### config.mk
export PLATFORM = sky130hd
export DESIGN_NAME = vga_timing_gen
export DESIGN_NICKNAME = d
export VERILOG_FILES = /design/src/rtl/vga_timing_gen.sv
export SDC_FILE = /design/constraint.sdc
export NUM_CORES = 1
export LEC_CHECK = 0
export ABC_AREA = 1
export ABC_CLOCK_PERIOD_IN_PS = 2600
export CAP_MARGIN = 40
export CORE_MARGIN = 5
export CORE_UTILIZATION = 38
export DETAILED_ROUTE_END_ITERATION = 10
export SYNTH_ARGS = -nofsm -noshare
export SYNTH_HDL_FRONTEND = slang
export SYNTH_SLANG_ARGS = --single-unit
### constraint.sdc
create_clock -name clk -period 2.6 [get_ports clk]
set_clock_uncertainty 0.1 [all_clocks]
set_input_delay 0.52 -clock clk [delete_from_list [all_inputs] [get_ports clk]]
set_output_delay 0.52 -clock clk [all_outputs]
set_load 0.02 [all_outputs]
### src/rtl/vga_timing_gen.sv
// Raster timing source: divides clk to the pixel rate and produces pixel counters,
// active-video flag, sync pulses and line/frame strobes, all registered with zero skew.
module vga_timing_gen #(
  parameter int unsigned H_VIDEO     = 640,
  parameter int unsigned H_FRONT     = 16,
  parameter int unsigned H_SYNC      = 96,
  parameter int unsigned H_BACK      = 48,
  parameter int unsigned V_VIDEO     = 480,
  parameter int unsigned V_FRONT     = 10,
  parameter int unsigned V_SYNC      = 2,
  parameter int unsigned V_BACK      = 33,
  parameter int unsigned CLK_DIV     = 2,
  parameter logic        SYNC_ACTIVE = 1'b0
) (
  input  logic       clk,
  input  logic       rst,
  output logic       pixel_tick,
  output logic [9:0] pixel_x,
  output logic [9:0] pixel_y,
  output logic       video_on,
  output logic       hsync,
  output logic       vsync,
  output logic       line_start,
  output logic       frame_start
);

  localparam int unsigned POS_W    = 10;
  localparam int unsigned DIV_W    = (CLK_DIV > 1) ? $clog2(CLK_DIV) : 1;
  localparam int unsigned H_TOTAL  = H_VIDEO + H_FRONT + H_SYNC + H_BACK;
  localparam int unsigned V_TOTAL  = V_VIDEO + V_FRONT + V_SYNC + V_BACK;
  localparam int unsigned HS_START = H_VIDEO + H_FRONT;
  localparam int unsigned HS_END   = HS_START + H_SYNC;
  localparam int unsigned VS_START = V_VIDEO + V_FRONT;
  localparam int unsigned VS_END   = VS_START + V_SYNC;

  logic [DIV_W-1:0] div_q;
  logic [DIV_W-1:0] div_d;
  logic             tick_d;
  logic [POS_W-1:0] x_d;
  logic [POS_W-1:0] y_d;
  logic             video_d;
  logic             hsync_d;
  logic             vsync_d;
  logic             line_d;
  logic             frame_d;

  // Next position and its decoded attributes, so every output lands on the same edge.
  always_comb begin
    div_d   = div_q + DIV_W'(1);
    tick_d  = 1'b0;
    x_d     = pixel_x;
    y_d     = pixel_y;
    video_d = 1'b0;
    hsync_d = ~SYNC_ACTIVE;
    vsync_d = ~SYNC_ACTIVE;
    line_d  = 1'b0;
    frame_d = 1'b0;

    if (div_q == DIV_W'(CLK_DIV - 1)) begin
      div_d = '0;
    end
    tick_d = (div_d == DIV_W'(CLK_DIV - 1));

    if (pixel_tick) begin
      if (pixel_x == POS_W'(H_TOTAL - 1)) begin
        x_d = '0;
        if (pixel_y == POS_W'(V_TOTAL - 1)) begin
          y_d = '0;
        end else begin
          y_d = pixel_y + POS_W'(1);
        end
      end else begin
        x_d = pixel_x + POS_W'(1);
      end
    end

    video_d = (x_d < POS_W'(H_VIDEO)) && (y_d < POS_W'(V_VIDEO));
    if ((x_d >= POS_W'(HS_START)) && (x_d < POS_W'(HS_END))) begin
      hsync_d = SYNC_ACTIVE;
    end
    if ((y_d >= POS_W'(VS_START)) && (y_d < POS_W'(VS_END))) begin
      vsync_d = SYNC_ACTIVE;
    end
    // Strobes fire only on the edge that enters the new position.
    line_d  = pixel_tick && (x_d == '0);
    frame_d = line_d && (y_d == '0);
  end

  // Reset parks on the last blanking pixel so the first tick enters (0,0).
  always_ff @(posedge clk or negedge rst) begin
    if (!rst) begin
      div_q       <= '0;
      pixel_tick  <= 1'b0;
      pixel_x     <= POS_W'(H_TOTAL - 1);
      pixel_y     <= POS_W'(V_TOTAL - 1);
      video_on    <= 1'b0;
      hsync       <= ~SYNC_ACTIVE;
      vsync       <= ~SYNC_ACTIVE;
      line_start  <= 1'b0;
      frame_start <= 1'b0;
    end else begin
      div_q       <= div_d;
      pixel_tick  <= tick_d;
      pixel_x     <= x_d;
      pixel_y     <= y_d;
      video_on    <= video_d;
      hsync       <= hsync_d;
      vsync       <= vsync_d;
      line_start  <= line_d;
      frame_start <= frame_d;
    end
  end

endmodule

======== After elaboration in Yosys (flattened, before gate mapping) ========
Cells that the tools add are included.
storage, ports and cells
  bits in registers ....................... 26
  bits of input ports ..................... 2
  output and inout bits ................... 26
  logic and storage cells ................. 34
operators by class
  add/subtract/negate cells ............... 3
  $lt $le $gt $ge ......................... 6
  eq/ne operators ......................... 2
  muxes and demuxes ....................... 8
  reduce and logical (&&, ||, !) cells .... 7
operator list
  kind                     count
  $mux W10                 5
  $add A10 B1 Y10 const B  2
  $eq A10 B10 Y1 const B   2
  $logic_not A10 Y1        2
  $lt A10 B10 Y1 const B   2
  $lt A10 B9 Y1 const B    2
  $ge A10 B10 Y1 const B   1
  $ge A10 B9 Y1 const B    1
  $logic_and A1 B1 Y1      5
  $mux W1                  3
  $add A1 B1 Y1 const B    1

======== Longest topological paths before layout ========
Gate-level depths: netlist of the first run.
  depth after elaboration ................. 7
  gate-level depth with buffers ........... 13
  mapped depth without buffers ............ 13

======== Worst setup path before layout of the first run ========
Ideal clock, no wire load.
  kind .................................... flip-flop to flip-flop
  start ................................... register pixel_x[0]
  end ..................................... register frame_start
  library setup time ...................... 0.115 ns
  data arrival time ....................... 1.740 ns
  path slack .............................. 0.645 ns
  cell stages (with the launch flop) ...... 11
  path buffers ............................ 0
  path through ............................ dfstp_2 > ha_1 > nand2_1 > nor2_2 > nand2_1 > nor2_4 > nand3_1 > o21ai_0 > nand3_1 > nand3_1 > nor2_1
between the ends
  word-level cells in the longest chain between the ends .. 6
ends and longest elaborated chain
  item                                               line    text
  start, declared                                    18      output logic [9:0] pixel_x,
  start signal, assigned                             94      pixel_x <= POS_W'(H_TOTAL - 1);
  $add A10 B1 Y10 or $eq A10 B10 Y1 (tied branches)  73, 65
  $mux W10                                           65      if (pixel_x == POS_W'(H_TOTAL - 1)) begin
  $mux W10                                           64      if (pixel_tick) begin
  $logic_not A10 Y1                                  85      line_d = pixel_tick && (x_d == '0);
  $logic_and A1 B1 Y1                                85
  $logic_and A1 B1 Y1 *                              86      frame_d = line_d && (y_d == '0);
  named net frame_d                                  45      logic frame_d;
  end signal, assigned                               110     frame_start <= frame_d;
  end, declared                                      24      output logic frame_start
The timed path passes the listed nets; every way through them passes the cells marked *.

==> results.cfg, run 1 <==
[critical_path]
ff2ff_setup_slack_ps = 500
critPathCaptureType = primary output
path_buf_inv = 1
startpoint_type = register
required_ps = 1980
cp_cell_sequence = clkdlybuf4s50_1
worst-endpoint-arrival_ps = 1610
critPathSlowestCell = sky130_fd_sc_hd__clkdlybuf4s50_1
worst_setup_sp = div_q$_DFF_PN0_
type_of_the_worst_setup_path = reg -> out
path_depth = 1
critical_path.endpoint = pixel_tick
critical-path-max-stage-delay_ps = 700
depth_of_the_worst_register_to_register_path = 11
r2r-end = frame_start$_DFF_PN0_
critical_path.reg2reg.startpoint = pixel_x[0]$_DFF_PN1_
family_with_the_most_delay_on_the_worst_path = buffers and inverters
timing.critical_path.fanout_max = 12

[global_route]
grt_pass1_wl_um = 6070
grt_usage_pct = 14.1
grt_start_max_net_pins = 27
number_of_global_route_vias_before_repair = 1374
grt_overflow_total = 0
number_of_antenna_violations_at_the_first_check_in_global_routing = 0

[clock_tree]
clock_tree.buffer_depth = 2
cts_resized = 0
cts_setup_buffers = 0
h_tree_levels = 1
clockRootBuffer = sky130_fd_sc_hd__clkbuf_8
clkSinkCount = 26
hold_buffers = 0
cts_tree = yes
clk_transition_reported_paths_ps = 90
insertion_delay_ps = 270
number_of_buffers_added_by_the_clock_tree_synthesis_step = 3

[die]
start_util_pct = 39.0
pin_count = 28
floorplan.die.height_um = 74.1
floorplan.die_area_mm2 = 0.00549
die_width_um = 74.1
std_cell_rows = 23
coreArea_mm2 = 0.00400

[synthesis]
yosysMostFrequentCell = sky130_fd_sc_hd__nand2_1
synth-async-reset-ratio_pct = 100
simple_gate_share_of_the_synthesized_area_pct = 40.2
synth_fa_ha_area_share_pct = 2.41
synth_seq_area_share_pct = 42.7
synthesized_cell_area_mm2 = 0.00156
synth_top_area_share_pct = 22.5
ys_top_cells_by_count = sky130_fd_sc_hd__nand2_1, sky130_fd_sc_hd__inv_1, sky130_fd_sc_hd__nand3_1
synth_top_family_by_area = simple AND/OR/NAND/NOR gates
yosys-mux-area-fraction_pct = 0
synth-edff-count = 0
netlist_top_cells_area = sky130_fd_sc_hd__dfrtp_1, sky130_fd_sc_hd__dfstp_2, sky130_fd_sc_hd__nand2_1, sky130_fd_sc_hd__inv_1, sky130_fd_sc_hd__nand3_1
netlist_instances = 219
synth_compound_area_share_pct = 3.37
netlist.top_cell.by_area = sky130_fd_sc_hd__dfrtp_1
ys_types = 25
yosysWarnings = 0
total_nets_after_synthesis = 224
ys_ff_latch = 26
avgSynthCellArea_um2 = 7.12
synth-xor-area-share_pct = 0.561
synth-main-ff-cell = sky130_fd_sc_hd__dfrtp_1

[cells_and_area]
post_route_cells_drive_above_1_share_pct = 12.8
seq_area_um2 = 666
multi_input_area_um2 = 726
diodes = 0
layout_area_overhead_pct = 25.7
number_of_fill_cells_in_the_layout = 402
design.final.nets = 256

[drt]
total_wirelength_of_the_detailed_routed_design_um = 3370
dr.pass1.iters = 4
routedWlPerCell_um = 11.2
drc = 0
viasPerCell = 4.63
num_vias = 1390
drtAntennaViolNets = 0
drt_iter0_markers = 96

[placement]
place.gp.congestion = 0.797
detailed_place_hpwl_um = 2650
placement.io_buffers = 27

[sta]
slew-limit-headroom_pct = 68.2
setup_tns_ps = 0
max_slew.worst_pin.slew_ps = 477
hold_viol_final = 0
rsz0062_at_grt = false
final.period_utilization_pct = 85.7
max_clock_freq_mhz = 449
final_max_slew_viol_count = 0
layout_min_cycle_time_ps = 2230
setup_viol = 0

[outcome]
outcome = completed

[pwr]
irDropWorstVdd_mv = 0.161
cellLeakagePower_nw = 1.00
powerDensity_mw_per_mm2 = 382
p_total_uw = 749

[hold_path]
hold_path_class = reg -> reg

[flow_run]
max-cap-violations = 0
per-layer routing:
layer | track usage [%] | wire, µm
met5 | 0 | 0
met3 | 2.57 | 112
met2 | 24.9 | 1680
met4 | 3.02 | 17
met1 | 17.9 | 1560
layout make-up:
class	count	area share (%)
clock buffers	3	2.11
clock inverters	1	1.53
inverters	42	8.04
multi-input cells	150	37.0
flip-flops and latches	26	34.0
well taps	50	3.19
repair buffers	28	14.2
state kept, by name, summed over array words and instances, names as in the netlist:
name         flops
pixel_y         10
div_q            1
hsync            1
line_start       1
video_on         1
vsync            1
frame_start      1
pixel_x         10
worst reg2reg max path, stage by stage, from the launching register on:
cell	delay [ps]
sky130_fd_sc_hd__dfstp_2	570
sky130_fd_sc_hd__ha_1	170
sky130_fd_sc_hd__nand2_1	90
sky130_fd_sc_hd__nor2_2	110
sky130_fd_sc_hd__nand2_1	90
sky130_fd_sc_hd__nor2_4	190
sky130_fd_sc_hd__nand2_4	130
sky130_fd_sc_hd__nand2_1	120
sky130_fd_sc_hd__nand4_1	170
sky130_fd_sc_hd__nor2_2	150
sky130_fd_sc_hd__nand3_1	70
sky130_fd_sc_hd__nor2_1	100
where the power goes:
part | internal, mW | total [mW] | switching [mW]
clock network | 0.206 | 0.334 | 0.128
logic | 0.00229 | 0.0100 | 0.00775
registers | 0.405 | 0.405 | 0
per-stage QoR:
stage,instance area [µm²],hold slack (ps),std cells,setup WS (ps),utilization [%]
2_1_floorplan,1560,124,219,645,-
3_3_place_gp,1890,439,296,488,47.2
3_5_place_dp,1890,449,296,494,47.2
4_1_cts,1960,466,300,341,49.0
5_1_grt,1960,493,300,260,49.0
6_report,1960,453,300,373,49.0
cells in the final DEF, fill, tap and decap left out:
cell type                          n
sky130_fd_sc_hd__nand2_2           6
sky130_fd_sc_hd__o21ai_0           2
sky130_fd_sc_hd__nand2_1          63
sky130_fd_sc_hd__clkdlybuf4s50_1  27
sky130_fd_sc_hd__o22ai_1           1
sky130_fd_sc_hd__nand3_1          26
sky130_fd_sc_hd__nor2_1           23
sky130_fd_sc_hd__nand3b_1          2
sky130_fd_sc_hd__a21oi_1           2
sky130_fd_sc_hd__inv_2             1
sky130_fd_sc_hd__o21ai_1           2
sky130_fd_sc_hd__nor3_1            4
sky130_fd_sc_hd__o21bai_1          1
sky130_fd_sc_hd__nand4_1           5
sky130_fd_sc_hd__nand2_4           1
sky130_fd_sc_hd__dfrtp_1          14
sky130_fd_sc_hd__buf_4             1
sky130_fd_sc_hd__xor2_1            1
sky130_fd_sc_hd__inv_1            39
sky130_fd_sc_hd__clkbuf_8          3
sky130_fd_sc_hd__dfstp_2          12
sky130_fd_sc_hd__ha_1              3
sky130_fd_sc_hd__nor2_2            3
sky130_fd_sc_hd__bufinv_16         1
sky130_fd_sc_hd__nor2_4            3
sky130_fd_sc_hd__clkinv_1          2
sky130_fd_sc_hd__and2_1            1
sky130_fd_sc_hd__a21oi_2           1
worst min path at each step:
stage	start	endpoint	slack, ps	cells after the start
floorplan	rst	div_q$_DFF_PN0_	120	0
finish	pixel_x[4]$_DFF_PN1_	pixel_x[4]$_DFF_PN1_	450	2
detailed placement	pixel_x[4]$_DFF_PN1_	pixel_x[4]$_DFF_PN1_	450	2
CTS	pixel_x[4]$_DFF_PN1_	pixel_x[4]$_DFF_PN1_	470	2
global placement	pixel_x[4]$_DFF_PN1_	pixel_x[4]$_DFF_PN1_	440	2
global route	pixel_x[4]$_DFF_PN1_	pixel_x[4]$_DFF_PN1_	490	2
cells by family (layout without fill, tap and decap cells):
group,after synthesis,count (layout)
AO/OA/AOI/OAI,9,9
XOR/XNOR,1,1
adder cells (fa/ha/maj),3,3
buffers and inverters,43,74
flip-flops,26,26
AND/OR/NAND/NOR,137,137
Note: power is estimated with default switching activity, not from simulation.
==> run 2: changes to the inputs <==
--- a/config.mk
+++ b/config.mk
@@ -11,6 +11,8 @@
 export CORE_MARGIN = 5
 export CORE_UTILIZATION = 38
 export DETAILED_ROUTE_END_ITERATION = 10
+export MAX_ROUTING_LAYER = met4
+export SETUP_SLACK_MARGIN = 0.3
 export SYNTH_ARGS = -nofsm -noshare
 export SYNTH_HDL_FRONTEND = slang
 export SYNTH_SLANG_ARGS = --single-unit
==> run 2 against run 1 <==
- sequential share of layout area shrank 1.1 points
- core utilization increased by 1.8 points
- first-iteration DRC count increased by 7.3%
- register-to-register slack worse by 20 ps
- combinational power about the same
- global-route usage increased by 0.41 points
- via count is 3.0% higher
- maximum frequency rose by 5.0%
- critical path type is now reg -> reg
==> results.cfg, run 2 (synthesis gave the netlist of run 1 again) <==
[critical_path]
cp_cell_sequence = ha_4, nand2_2, nor2_4, nand2_2, nor2_4, nand2_4, o21ai_2, nand2_1, inv_2, nand2_1, nor2_2, nand3_1
path_buf_inv = 1
ff2ff_setup_slack_ps = 480
required_ps = 2700
timing.critical_path.fanout_max = 8
family_with_the_most_delay_on_the_worst_path = simple AND/OR/NAND/NOR gates
critPathSlowestCell = sky130_fd_sc_hd__dfstp_2
r2r-end = vsync$_DFF_PN1_
startpoint_type = register
type_of_the_worst_setup_path = reg -> reg
worst-endpoint-arrival_ps = 2220
critPathCaptureType = register
depth_of_the_worst_register_to_register_path = 12
critical-path-max-stage-delay_ps = 600
critical_path.reg2reg.startpoint = pixel_x[0]$_DFF_PN1_

[drt]
drc = 0
drtAntennaViolNets = 0
total_wirelength_of_the_detailed_routed_design_um = 3500
num_vias = 1432
dr.pass1.iters = 4
viasPerCell = 4.73
drt_iter0_markers = 103
routedWlPerCell_um = 11.6

[hold_path]
min_delay_path_depth = 2
whs_endpoint = pixel_x[4]$_DFF_PN1_
hold_path_class = reg -> reg
min_from = pixel_x[4]$_DFF_PN1_

[pwr]
irDropWorstVdd_mv = 0.161
cellLeakagePower_nw = 1.01
p_total_uw = 750
powerDensity_mw_per_mm2 = 370

[sta]
max_clock_freq_mhz = 472
setup_viol = 0
setup_tns_ps = 0
final.hold.worst_slack_ps = 453
final.period_utilization_pct = 81.6
max_slew.worst_pin.slew_ps = 338
layout_min_cycle_time_ps = 2120
hold_viol_final = 0
rsz0062_at_grt = false
final_max_slew_viol_count = 0
slew-limit-headroom_pct = 77.4

[clock_tree]
clk_transition_reported_paths_ps = 90
cts_tree = yes
number_of_buffers_added_by_the_clock_tree_synthesis_step = 3
clockRootBuffer = sky130_fd_sc_hd__clkbuf_8
clkSinkCount = 26
h_tree_levels = 1
insertion_delay_ps = 270
clock_tree.buffer_depth = 2

[outcome]
outcome = completed

[placement]
place.gp.congestion = 0.808
detailed_place_hpwl_um = 2650
placement.io_buffers = 27

[cells_and_area]
design.final.nets = 259
number_of_fill_cells_in_the_layout = 401
layout.cells.most_common = sky130_fd_sc_hd__nand2_1
layout.cells.most_common_list = sky130_fd_sc_hd__nand2_1, sky130_fd_sc_hd__inv_1, sky130_fd_sc_hd__clkdlybuf4s50_1
largest_registers = pixel_x: 10 flops, pixel_y: 10 flops
diodes = 0
layout_area_overhead_pct = 30.2
post_route_cells_drive_above_1_share_pct = 18.2

[die]
pin_count = 28
std_cell_rows = 23
floorplan.die.height_um = 74.1
floorplan.die_area_mm2 = 0.00549
start_util_pct = 39.0
die_width_um = 74.1
coreArea_mm2 = 0.00400

[global_route]
grt_overflow_total = 0
grt_usage_pct = 14.5
grt_start_max_net_pins = 27
grt_pass1_wl_um = 6070
number_of_antenna_violations_at_the_first_check_in_global_routing = 0
number_of_global_route_vias_before_repair = 1371

[flow_run]
max-cap-violations = 0
-- run 2: cell types whose count changed in the layout (fill, tap and decap cells not counted), sizes merged --
cell / before / now
buf: 1 / 4
-- run 2: what timing repair did --
action,in CTS,in global routing
endpoints found under the setup margin,0,4
gates resized for setup,0,14
endpoints found under the hold margin,0,0
setup buffers,0,3
hold buffers,0,0
-- run 2: metrics by stage --
step / instance area, µm² / setup slack, ps / utilization, % / cells
floorplan: 1560 / 645 / - / 219
global placement: 1890 / 488 / 47.2 / 296
detailed placement: 1890 / 494 / 47.2 / 296
CTS: 1960 / 341 / 49.0 / 300
global route: 2030 / 295 / 50.8 / 303
finish: 2030 / 479 / 50.8 / 303
-- run 2: report_power, final --
part | internal, mW | total, mW | switching [mW]
registers | 0.405 | 0.405 | 0
logic | 0.00229 | 0.0101 | 0.00781
clock network | 0.206 | 0.335 | 0.129
total | 0.613 | 0.750 | 0.137
-- run 2: how the worst max path moves through the flow --
stage                               startpoint               endpoint  slack [ps]  cells after the start
after floorplan           pixel_x[0]$_DFF_PN1_  frame_start$_DFF_PN0_         640                     10
after global placement    pixel_x[0]$_DFF_PN1_  frame_start$_DFF_PN0_         490                     11
after detailed placement  pixel_x[0]$_DFF_PN1_  frame_start$_DFF_PN0_         490                     11
after CTS                      div_q$_DFF_PN0_             pixel_tick         340                      1
after global routing      pixel_x[0]$_DFF_PN1_  frame_start$_DFF_PN0_         300                     13
final                     pixel_x[0]$_DFF_PN1_        vsync$_DFF_PN1_         480                     12
-- run 2: area by class of cell --
type	count	area, µm²	area share (%)
multi-input combinational	150	772	38.0
sequential	26	667	32.8
timing repair buffer	31	300	14.8
inverter	42	158	7.76
tap	50	62.6	3.08
clock buffer	3	41.3	2.03
clock inverter	1	30.0	1.48
-- run 2: layer usage --
metal  vias up  track usage, %  part of all wire, %
met5         -               -                    0
met4         0            3.02                 0.49
met3         2            2.16                  2.7
met2        20            25.0                   51
met1       659            18.0                   46
li1        751               -                    -
-- run 2: tightest hold or removal path, delay by kind of cell, from the launching register on --
kind,cells,cell delay [ps]
simple gates,2,140
flops,1,400
==> run 3: changes to the inputs <==
--- a/config.mk
+++ b/config.mk
@@ -6,7 +6,7 @@
 export NUM_CORES = 1
 export LEC_CHECK = 0
 export ABC_AREA = 1
-export ABC_CLOCK_PERIOD_IN_PS = 2600
+export ABC_CLOCK_PERIOD_IN_PS = 2200
 export CAP_MARGIN = 40
 export CORE_MARGIN = 5
 export CORE_UTILIZATION = 38
==> constraint.sdc (replaced) <==
create_clock -name clk -period 2.2 [get_ports clk]
set_clock_uncertainty 0.1 [all_clocks]
set_input_delay 0.44 -clock clk [delete_from_list [all_inputs] [get_ports clk]]
set_output_delay 0.44 -clock clk [all_outputs]
set_load 0.02 [all_outputs]
==> run 3 against run 2 <==
- combinational power up 16%
- non-clock buffer count up 11
- highest routed layer unchanged
- clock power is 19% higher
- hold slack worse by 21 ps
- largest cell class unchanged
- sequential cell count unchanged
- largest power group unchanged
- critical path depth is 1 higher
- die area is the same
- clock-buffer cell count did not move
- final cell count grew 3.6%
- via count increased by 4.3%
==> results.cfg, run 3 (synthesis gave the netlist of run 1 again) <==
[cells_and_area]
design.final.nets = 270
diodes = 0
layout.cells.most_common_list = sky130_fd_sc_hd__nand2_1, sky130_fd_sc_hd__inv_1, sky130_fd_sc_hd__nor2_1
multi_input_area_um2 = 832
post_route_cells_drive_above_1_share_pct = 27.3
fin_cells = 314
seq_area_um2 = 667
layout_area_overhead_pct = 38.9
layout.cells.most_common = sky130_fd_sc_hd__nand2_1
number_of_fill_cells_in_the_layout = 387
largest_registers = pixel_x: 10 flops, pixel_y: 10 flops

[sta]
slew-limit-headroom_pct = 75.3
setup_tns_ps = 0
max_slew.worst_pin.slew_ps = 368
max_clock_freq_mhz = 491
layout_min_cycle_time_ps = 2040
final_max_slew_viol_count = 0
rsz0062_at_grt = true
setup_viol = 0
hold_viol_final = 0
final.period_utilization_pct = 92.7
post-route-worst-setup-slack_ps = 161

[critical_path]
worst_setup_sp = pixel_x[1]$_DFF_PN1_
timing.critical_path.fanout_max = 5
required_ps = 2270
critPathCaptureType = register
critical_path.reg2reg.startpoint = pixel_x[1]$_DFF_PN1_
worst-endpoint-arrival_ps = 2110
r2r-end = video_on$_DFF_PN0_
type_of_the_worst_setup_path = reg -> reg
startpoint_type = register
depth_of_the_worst_register_to_register_path = 13
ff2ff_setup_slack_ps = 160

[die]
die_width_um = 74.1
std_cell_rows = 23
pin_count = 28
floorplan.die.height_um = 74.1
coreArea_mm2 = 0.00400
start_util_pct = 39.0
floorplan.die_area_mm2 = 0.00549

[flow_run]
max-cap-violations = 0

[global_route]
busiest_layer = met2
grt_overflow_total = 0
grt_usage_pct = 15.4
gr-usage-met1_pct = 19.4
grt_use_met3_pct = 1.62
grt_start_max_net_pins = 27
grt_pass1_wl_um = 6400
number_of_global_route_vias_before_repair = 1460
number_of_antenna_violations_at_the_first_check_in_global_routing = 0
grt.met2_usage_pct = 25.5

[clock_tree]
clkSinkCount = 26
cts_tree = yes
number_of_buffers_added_by_the_clock_tree_synthesis_step = 3
h_tree_levels = 1
clockRootBuffer = sky130_fd_sc_hd__clkbuf_8
insertion_delay_ps = 270
clock_tree.buffer_depth = 2
clk_transition_reported_paths_ps = 90
hold_buffers = 0

[drt]
drtAntennaViolNets = 0
viasPerCell = 4.76
dr.pass1.iters = 4
drt_iter0_markers = 78
total_wirelength_of_the_detailed_routed_design_um = 3870
drc = 0
routedWlPerCell_um = 12.3
num_vias = 1494

[pwr]
powerDensity_mw_per_mm2 = 410
p_total_uw = 889
cellLeakagePower_nw = 1.18
irDropWorstVdd_mv = 0.323

[placement]
placement.io_buffers = 27
post-place-cells = 299
worst_slack_at_placement_ps = 102
place.gp.congestion = 0.891
detailed_place_hpwl_um = 2720

[outcome]
outcome = completed

[hold_path]
hold_path_class = in -> async
-- run 3: cell count changes in the layout (fill, tap and decap cells not counted), moves of 2 or more --
cell                              delta
sky130_fd_sc_hd__buf_4               +9
sky130_fd_sc_hd__buf_6               +2
sky130_fd_sc_hd__clkdlybuf4s50_1    -20
sky130_fd_sc_hd__dlygate4sd2_1      +17
sky130_fd_sc_hd__dlymetal6s2s_1      +3
sky130_fd_sc_hd__inv_1               -2
sky130_fd_sc_hd__inv_2               +2
sky130_fd_sc_hd__nand2_1             -2
sky130_fd_sc_hd__nand3_1             -7
sky130_fd_sc_hd__nand3_2             +7
-- run 3: what timing repair did --
action	CTS	global route
resized for setup	35	13
pin swaps	9	11
setup buffers	6	5
endpoints found under the hold margin	0	0
setup endpoints to repair	23	12
-- run 3: how the worst max path moves through the flow --
stage               slack (ps)                     to  cells past startpoint
floorplan                  270  frame_start$_DFF_PN0_                     13
global placement           140  frame_start$_DFF_PN0_                     11
detailed placement         100        vsync$_DFF_PN1_                     12
CTS                        170  frame_start$_DFF_PN0_                     12
global route                10     video_on$_DFF_PN0_                     13
finish                     160     video_on$_DFF_PN0_                     13
-- run 3: per-layer routing --
metal,vias to the layer above,wire (µm)
li1,764,-
met4,0,74
met5,-,0
met3,8,116
met2,32,1920
met1,690,1760
-- run 3: metrics by stage --
stage                     cell area [µm²]  hold slack (ps)  util [%]
after floorplan                      1580             44.4         -
after global placement               1930              429      48.3
after detailed placement             1930              440      48.3
after CTS                            2090              442      52.1
after global routing                 2170              468      54.2
final                                2170              433      54.2
-- run 3: critical path, cell delays in order (launching register included) --
cell and delay (ps):
sky130_fd_sc_hd__dfstp_2 580, sky130_fd_sc_hd__ha_4 150, sky130_fd_sc_hd__nand2_4 60, sky130_fd_sc_hd__nor2_4 110, sky130_fd_sc_hd__nand2_2 70, sky130_fd_sc_hd__nor2_4 140, sky130_fd_sc_hd__buf_6 140, sky130_fd_sc_hd__nand2_1 70
sky130_fd_sc_hd__nand2_1 90, sky130_fd_sc_hd__nand3_2 80, sky130_fd_sc_hd__inv_2 70, sky130_fd_sc_hd__nand3_2 70, sky130_fd_sc_hd__nor2_2 140, sky130_fd_sc_hd__nor2_1 60
-- run 3: layout make-up --
type,instances,area share [%]
flip-flops and latches,26,30.8
multi-input cells,150,38.4
clock buffers,3,1.91
clock inverters,1,1.39
well taps,50,2.89
inverters,42,7.27
repair buffers,42,17.4
-- run 3: where the power goes --
part | internal, mW | switching, mW | total [mW]
clock network | 0.243 | 0.155 | 0.399
logic | 0.00272 | 0.00901 | 0.0117
registers | 0.479 | 0 | 0.479
